## config.mk

```make
export PLATFORM = sky130hd
export DESIGN_NAME = rf_ram_host_arb_flat
export DESIGN_NICKNAME = d
export VERILOG_FILES = /design/src/rtl/rf_ram_host_arb_if.sv /design/src/rtl/rf_ram_host_arb.sv /design/src/flat_wrapper.sv
export SDC_FILE = /design/constraint.sdc
export NUM_CORES = 1
export LEC_CHECK = 0
export CORE_UTILIZATION = 36
export DETAILED_ROUTE_END_ITERATION = 10
export PLACE_DENSITY = 0.76
export SYNTH_ARGS = -nofsm -noshare
export SYNTH_HDL_FRONTEND = slang
export SYNTH_SLANG_ARGS = --single-unit
```

## constraint.sdc

```tcl
create_clock -name i_clk -period 1.6 [get_ports i_clk]
set_input_delay 0.32 -clock i_clk [delete_from_list [all_inputs] [get_ports i_clk]]
set_output_delay 0.32 -clock i_clk [all_outputs]
set_load 0.02 [all_outputs]
```

## src/rtl/rf_ram_host_arb_if.sv

```systemverilog
// Host/debug word port of the register-file RAM arbiter.
// The host side drives a request with a register index and write word,
// and the arbiter answers with a one-cycle ack, a read word and a busy flag.
interface rf_ram_host_arb_if #(
    parameter int raw = 6
);
    logic            req;
    logic            we;
    logic [raw-1:0]  reg_idx;
    logic [31:0]     wdata;
    logic            ack;
    logic [31:0]     rdata;
    logic            busy;

    modport master (
        output req, we, reg_idx, wdata,
        input  ack, rdata, busy
    );

    modport slave (
        input  req, we, reg_idx, wdata,
        output ack, rdata, busy
    );
endinterface

```

## src/rtl/rf_ram_host_arb.sv

```systemverilog
// Shares the register-file SRAM between the core's serial RF RAM ports and a
// host/debug word port. The core always wins a port; the host moves whole
// 32-bit registers as a sequence of row beats in cycles the core leaves free.
// Write and read ports are arbitrated independently.
module rf_ram_host_arb #(
    parameter int width    = 16,
    parameter int csr_regs = 4,
    localparam int raw     = $clog2(32 + csr_regs),
    localparam int nbeats  = 32 / width,
    localparam int aw      = raw + $clog2(nbeats)
) (
    input  logic              i_clk,
    input  logic              i_rst,
    input  logic [aw-1:0]     i_core_waddr,
    input  logic [width-1:0]  i_core_wdata,
    input  logic              i_core_wen,
    input  logic [aw-1:0]     i_core_raddr,
    input  logic              i_core_ren,
    output logic [width-1:0]  o_core_rdata,
    rf_ram_host_arb_if.slave  host,
    output logic [aw-1:0]     o_ram_waddr,
    output logic [width-1:0]  o_ram_wdata,
    output logic              o_ram_wen,
    output logic [aw-1:0]     o_ram_raddr,
    output logic              o_ram_ren,
    input  logic [width-1:0]  i_ram_rdata
);
    // Beat counter needs at least one bit even when a register is a single row.
    localparam int bw    = (nbeats > 1) ? $clog2(nbeats) : 1;
    localparam int nregs = 32 + csr_regs;

    typedef enum logic [2:0] {
        IDLE,
        WR,
        RD,
        RDW,
        DONE
    } state_t;

    state_t            state;
    state_t            state_n;

    // The access direction is remembered by the WR/RD state itself.
    logic [raw-1:0]    reg_l;
    logic [31:0]       wdata_l;
    logic [bw-1:0]     beat;
    logic              cap_valid;
    logic [bw-1:0]     cap_beat;
    logic [31:0]       rdata_q;

    logic              host_wbeat;
    logic              host_rbeat;
    logic              last_beat;
    logic              out_of_range;
    logic              suppress;
    logic [aw-1:0]     host_row;

    assign out_of_range = int'(host.reg_idx) >= nregs;
    assign suppress     = out_of_range || (host.we && (host.reg_idx == '0));
    assign last_beat    = (beat == bw'(nbeats - 1));
    assign host_row     = aw'(int'(reg_l) * nbeats + int'(beat));

    // State register; reset drops any transaction in flight without an ack.
    always_ff @(posedge i_clk) begin
        if (i_rst) begin
            state <= IDLE;
        end else begin
            state <= state_n;
        end
    end

    // Next state and host beat issue; a host beat only happens when the core
    // leaves the matching port idle in that cycle.
    always_comb begin
        state_n    = state;
        host_wbeat = 1'b0;
        host_rbeat = 1'b0;
        unique case (state)
            IDLE: begin
                if (host.req) begin
                    if (suppress) begin
                        state_n = DONE;
                    end else if (host.we) begin
                        state_n = WR;
                    end else begin
                        state_n = RD;
                    end
                end
            end
            WR: begin
                if (!i_core_wen) begin
                    host_wbeat = 1'b1;
                    if (last_beat) begin
                        state_n = DONE;
                    end
                end
            end
            RD: begin
                if (!i_core_ren) begin
                    host_rbeat = 1'b1;
                    if (last_beat) begin
                        state_n = RDW;
                    end
                end
            end
            RDW: begin
                state_n = DONE;
            end
            DONE: begin
                state_n = IDLE;
            end
            default: begin
                state_n = IDLE;
            end
        endcase
    end

    // Request latch, beat counter and read-word assembly. The capture flag
    // follows each host read beat by one cycle to match the SRAM read latency.
    always_ff @(posedge i_clk) begin
        if (i_rst) begin
            reg_l     <= '0;
            wdata_l   <= '0;
            beat      <= '0;
            cap_valid <= 1'b0;
            cap_beat  <= '0;
            rdata_q   <= '0;
        end else begin
            cap_valid <= host_rbeat;
            cap_beat  <= beat;
            if ((state == IDLE) && host.req) begin
                reg_l   <= host.reg_idx;
                wdata_l <= host.wdata;
                beat    <= '0;
                if (out_of_range && !host.we) begin
                    rdata_q <= '0;
                end
            end
            if (host_wbeat || host_rbeat) begin
                beat <= beat + bw'(1);
            end
            if (cap_valid) begin
                rdata_q[int'(cap_beat) * width +: width] <= i_ram_rdata;
            end
        end
    end

    assign o_ram_wen   = i_core_wen | host_wbeat;
    assign o_ram_waddr = i_core_wen ? i_core_waddr : host_row;
    assign o_ram_wdata = i_core_wen ? i_core_wdata : wdata_l[int'(beat) * width +: width];

    assign o_ram_ren   = i_core_ren | host_rbeat;
    assign o_ram_raddr = i_core_ren ? i_core_raddr : host_row;

    assign o_core_rdata = i_ram_rdata;

    assign host.ack   = (state == DONE);
    assign host.busy  = (state != IDLE);
    assign host.rdata = rdata_q;
endmodule

```

## src/flat_wrapper.sv

```systemverilog
// flat-port wrapper written by rule: the top's interface ports become plain ports
module rf_ram_host_arb_flat 
#(
    parameter int width    = 16,
    parameter int csr_regs = 4,
    localparam int raw     = $clog2(32 + csr_regs),
    localparam int nbeats  = 32 / width,
    localparam int aw      = raw + $clog2(nbeats)
)
  (i_clk, i_rst, i_core_waddr, i_core_wdata, i_core_wen, i_core_raddr, i_core_ren, o_core_rdata, o_ram_waddr, o_ram_wdata, o_ram_wen, o_ram_raddr, o_ram_ren, i_ram_rdata, host_req, host_we, host_reg_idx, host_wdata, host_ack, host_rdata, host_busy);
  rf_ram_host_arb_if #(.raw((6))) host_i ();
  input  logic i_clk;
  input  logic i_rst;
  input  logic [aw-1:0] i_core_waddr;
  input  logic [width-1:0] i_core_wdata;
  input  logic i_core_wen;
  input  logic [aw-1:0] i_core_raddr;
  input  logic i_core_ren;
  output logic [width-1:0] o_core_rdata;
  output logic [aw-1:0] o_ram_waddr;
  output logic [width-1:0] o_ram_wdata;
  output logic o_ram_wen;
  output logic [aw-1:0] o_ram_raddr;
  output logic o_ram_ren;
  input  logic [width-1:0] i_ram_rdata;
  input wire logic [$bits(host_i.req)-1:0] host_req;
  input wire logic [$bits(host_i.we)-1:0] host_we;
  input wire logic [$bits(host_i.reg_idx)-1:0] host_reg_idx;
  input wire logic [$bits(host_i.wdata)-1:0] host_wdata;
  output wire logic [$bits(host_i.ack)-1:0] host_ack;
  output wire logic [$bits(host_i.rdata)-1:0] host_rdata;
  output wire logic [$bits(host_i.busy)-1:0] host_busy;
  assign host_i.req = host_req;
  assign host_i.we = host_we;
  assign host_i.reg_idx = host_reg_idx;
  assign host_i.wdata = host_wdata;
  assign host_ack = host_i.ack;
  assign host_rdata = host_i.rdata;
  assign host_busy = host_i.busy;
  rf_ram_host_arb #(.width(width), .csr_regs(csr_regs)) u_core (.i_clk(i_clk), .i_rst(i_rst), .i_core_waddr(i_core_waddr), .i_core_wdata(i_core_wdata), .i_core_wen(i_core_wen), .i_core_raddr(i_core_raddr), .i_core_ren(i_core_ren), .o_core_rdata(o_core_rdata), .host(host_i), .o_ram_waddr(o_ram_waddr), .o_ram_wdata(o_ram_wdata), .o_ram_wen(o_ram_wen), .o_ram_raddr(o_ram_raddr), .o_ram_ren(o_ram_ren), .i_ram_rdata(i_ram_rdata));
endmodule
```

After elaboration in Yosys (flattened, before gate mapping) --
Index checks and enable logic that the tools add are counted.
Word-level totals: register bits 76, bits of input ports 90, output and inout bits 82, word-level logic and storage cells 58
Cells by class: add/sub/neg operators 3, order comparisons 1, equal/unequal tests 9, shifts and indexed selects 3, mux-type cells 22, bitwise operators 2, reductions and logical operators 11
Operator list (number):
- 2-to-1 mux 32 bit | 4
- negator 5 -> 33 bit | 1
- variable shift 16 x 33 -> 32 bit, first input constant | 1
- indexed part select 16 x 33 -> 32 bit | 1
- bitwise mux 32 bit | 1
- indexed part select 32 x 6 -> 16 bit | 1
- 2-to-1 mux 3 bit | 6
- 2-to-1 mux 16 bit | 1
- 2-to-1 mux 7 bit | 2
- one-hot mux 3 bit (4 select lines) | 1
- adder 7 x 1 -> 7 bit | 1
- equality test 3 x 2 -> 1 bit, second input constant | 2
- >= comparator 6 bit, second input constant | 1
- zero test 6 bit | 1
- 2-to-1 mux 1 bit | 6
- inequality test 2 bit, second input constant | 3
- AND reduction 5 bit | 1
- inequality test 2 x 1 -> 1 bit, second input constant | 2
- equality test 3 x 1 -> 1 bit, second input constant | 1
- equality test 3 bit, second input constant | 1
- logical AND 1 bit | 3
- zero test 3 bit | 1
- nonzero test 3 bit | 1
- logical OR 1 bit | 2
- 5 further kinds | 6

Longest topological paths before layout --
Gate-level depths: netlist (run 1).
depth in word-level cells 7, gate-level depth with buffers 6, mapped depth without buffers 3

Worst setup path before layout (run 1) --
Ideal clock, no wire load.
path kind flip-flop to output port, start point reg u_core.beat, end point out o_ram_wdata[10], arrival time 1399 ps, required time 1280 ps, setup slack -119 ps, stages on the path, launching flop included 5, path buffers 2, cells stage by stage dfxtp_1 buf_2 buf_2 mux2i_1 o21ai_0
Between the ends: cells in the longest elaborated chain, start to end 2
RTL lines:
- start, declared | RTL line rf_ram_host_arb.sv:46 | logic [bw-1:0] beat;
- start signal, assigned | RTL line rf_ram_host_arb.sv:140 | beat <= beat + bw'(1);
- indexed part select 32 x 6 -> 16 bit | RTL line rf_ram_host_arb.sv:150 | assign o_ram_wdata = i_core_wen ? i_core_wdata : wdata_l[int'(beat) * width +: width];
- 2-to-1 mux 16 bit | RTL line rf_ram_host_arb.sv:150
- end, declared | RTL line flat_wrapper.sv:21 | output logic [width-1:0] o_ram_wdata;
No other way between the ends.

Worst setup path after layout (run 1) --
start point reg u_core.beat, end point out o_ram_wdata[5]
Same word-level chain as after synthesis.

==> out/metrics.yaml, run 1 <==
sta:
  setup_viol: 29
  setup_ws_ns: -0.09330
  slew_violations: 0
  tightest_slew_ns: 0.4766
  rsz0062_at_grt: "yes"
  tns_ns: -1.024
  max_freq_mhz: 590.6
  hold_viol_final: 0
  holdWs_ns: 0.3610
  min_period_over_period: 1.058
  slew_headroom: 0.6741
  finalCriticalPeriod_ns: 1.693
  clock_skew_ns: 0.004644
clock_tree:
  clkSinkCount: 76
  root_buffer: "clkbuf_8"
  clk_latency_ns: 0.33
  cts-hold-fix-buffers: 0
  cts_buffers: 9
  htreeDepth: 3
  clkTransAtPathRegs_ns: 0.08
  cts_buffer_depth: 2
  cts_tree: "yes"
pwr:
  p_switching_mw: 1.284
  combPwrFrac: 0.246
  p_clk_frac: 0.309
  p_int_mw: 3.278
  pwr-share-seq: 0.445
  leakagePower_nw: 2.451
  vdd_ir_drop_max_mv: 0.3711
  power_mw: 4.562
  swShare: 0.2815
  power.density_nw_per_um2: 806.3
synthesis:
  synth_warnings: 0
  synth_cells: 386
  synth_common_cells: "nand2_1 (92), dfxtp_1 (76), a21oi_1 (40)"
  async_flop_share: 0
  ys_ff_latch: 76
  synth_edf_count: 0
  synth_area_leaders: "dfxtp_1 (44%), nand2_1 (10%), a22o_1 (8.1%), a21oi_1 (5.8%), mux2i_1 (4.6%)"
  synth.cell_area_um2: 3460
  yosysUniqueCellTypes: 37
  synth.net_count: 476
  synth_flop_cell: "dfxtp_1"
  synth_top_area_share: 0.4398
  avgSynthCellArea_um2: 8.963
  synth.most_common_cell: "nand2_1"
  synth_top_area_cell: "dfxtp_1"
  yosysSeqAreaShare: 0.4398
critical_path:
  worstSetupPathType: "reg -> out"
  endpoint_kind: "output pin"
  crit_arrival_ns: 1.37
  setup.worst_path.start_class: "flip-flop"
  path_max_fanout: 7
  required_ns: 1.28
final_layout:
  fillers: 812
  area_growth_syn_to_layout_pct: 63.54
  nNetsFinal: 664
  diodes: 0
  fin_area_um2: 5658
  drive_gt1_frac: 0.2453
status:
  violations: "setup timing"
  status: "finished with violations"
detailed_routing:
  drc: 0
  drt_first_iter_violations: 129
  vias_per_cell: 4.859
  via_count: 3440
  wl_per_cell_um: 14.56
  wirelength_mm: 10.31
  drtAntennaViolNets: 0
  drt_first_pass_iters: 4
floorplan:
  start_util: 0.3726
  die_w_um: 100.0
  rows: 35
  fp.dieH_um: 100.0
  num_io_pins: 172
  die_area_um2: 10010
  core_um2: 9284
placed_design:
  io_buffers: 171
  dpl.hpwl_mm: 7.242
  gp_congestion: 0.7782
  place_area_um2: 5324
global_routing:
  grt_pass1_wl_mm: 16.22
  first_global_vias: 3354
  grt_max_degree: 29
  grt.overflow.total: 0
  track_usage: 0.2049
  antenna_found_initial: 0
flow_run:
  maxCapViolations: 0
min_path:
  hp-class: "in -> reg"
## layer usage
| metal | part of all wire | wire length (um) | track usage | vias to the layer above |
|---|---|---|---|---|
| met3 | 0.070 | 718 | 0.04596 | 14 |
| met1 | 0.41 | 4278 | 0.2404 | 1594 |
| li1 | - | - | - | 1696 |
| met5 | 0 | 0 | 0 | - |
| met2 | 0.50 | 5164 | 0.3639 | 136 |
| met4 | 0.015 | 150 | 0.07804 | 0 |
## registers in the layout (all words and copies together), names as in the netlist
| register | flops |
|---|---|
| u_core.beat | 1 |
| u_core.reg_l | 6 |
| u_core.state | 3 |
| u_core.host.rdata | 32 |
| u_core.cap_beat | 1 |
| u_core.wdata_l | 32 |
| u_core.cap_valid | 1 |
## power by group through the flow
stage               clock network, mW  logic [mW]  registers (mW)
floorplan                           0       0.566            2.06
global placement                    0        1.07            2.06
detailed placement                  0        1.08            2.07
CTS                              1.46        1.12            2.03
global route                     1.55        1.21            2.04
finish                           1.41        1.12            2.03
## stage by stage
step / util / worst slack, ns / std cells
global route: 0.6094 / -0.1820 / 708
floorplan: - / 0.02971 / 386
CTS: 0.6034 / -0.1472 / 707
global placement: 0.5735 / -0.6160 / 674
finish: 0.6094 / -0.09330 / 708
detailed placement: 0.5735 / -0.6418 / 674
## layout by cell type, fill, tap and decap left out, drive strengths merged, types with 16 or more instances in the layout
master | netlist | layout
a21oi | 40 | 40
a22o | 32 | 32
buf | 33 | 86
clkdlybuf4s50 | 0 | 85
dfxtp | 76 | 76
dlygate4sd2 | 0 | 49
mux2i | 16 | 16
nand2 | 92 | 92
nor2b | 20 | 20
o21ai | 19 | 19
## layout make-up
class / instances / area, um^2 / share of cell area
clock buffers: 9 / 123.9 / 0.02189
clock inverters: 7 / 67.56 / 0.01194
inverters: 2 / 7.507 / 0.001327
multi-input cells: 262 / 1729 / 0.3056
flip-flops and latches: 76 / 1536 / 0.2716
well taps: 129 / 161.4 / 0.02853
repair buffers: 223 / 2032 / 0.3591
## worst max-delay path: stages, from the launching register on
cell and delay, ns:
dfxtp_4 0.41, buf_12 0.16, mux2i_2 0.24, o21ai_1 0.08
buf_2 0.16
## repair_timing
action / CTS / global route
endpoints found under the setup margin: 139 / 98
cloned: 4 / 0
pin swaps: 23 / 9
setup buffers: 13 / 8
gates resized for setup: 228 / 43
## kinds of logic (layout without fill, tap and decap cells)
| group | count (synthesis) | in the layout | share of synthesized area |
|---|---|---|---|
| flops | 76 | 76 | 0.4398 |
| compound gates | 101 | 101 | 0.2036 |
| simple gates | 131 | 131 | 0.1769 |
| buf+inv | 48 | 241 | 0.08789 |
| mux | 30 | 30 | 0.09186 |
## path summary, 6_finish.rpt
kind,slack (ns),endpoint,depth (start not counted),start
worst max-delay path,-0.09,o_ram_wdata[5],4,u_core.beat
worst min-delay path,0.36,u_core.cap_valid,2,i_rst
worst max register to register,-0.02,u_core.host.rdata[14],7,u_core.state[1]
worst min register to register,0.46,u_core.wdata_l[7],2,u_core.wdata_l[7]
Note: power is estimated with default switching activity, not from simulation.
==> inputs of run 2 (changes only) <==
GPL_ROUTABILITY_DRIVEN = 0   (was default)
==> results of run 2 <==
The final DEF is identical to that of run 1; final timing and power are the same.
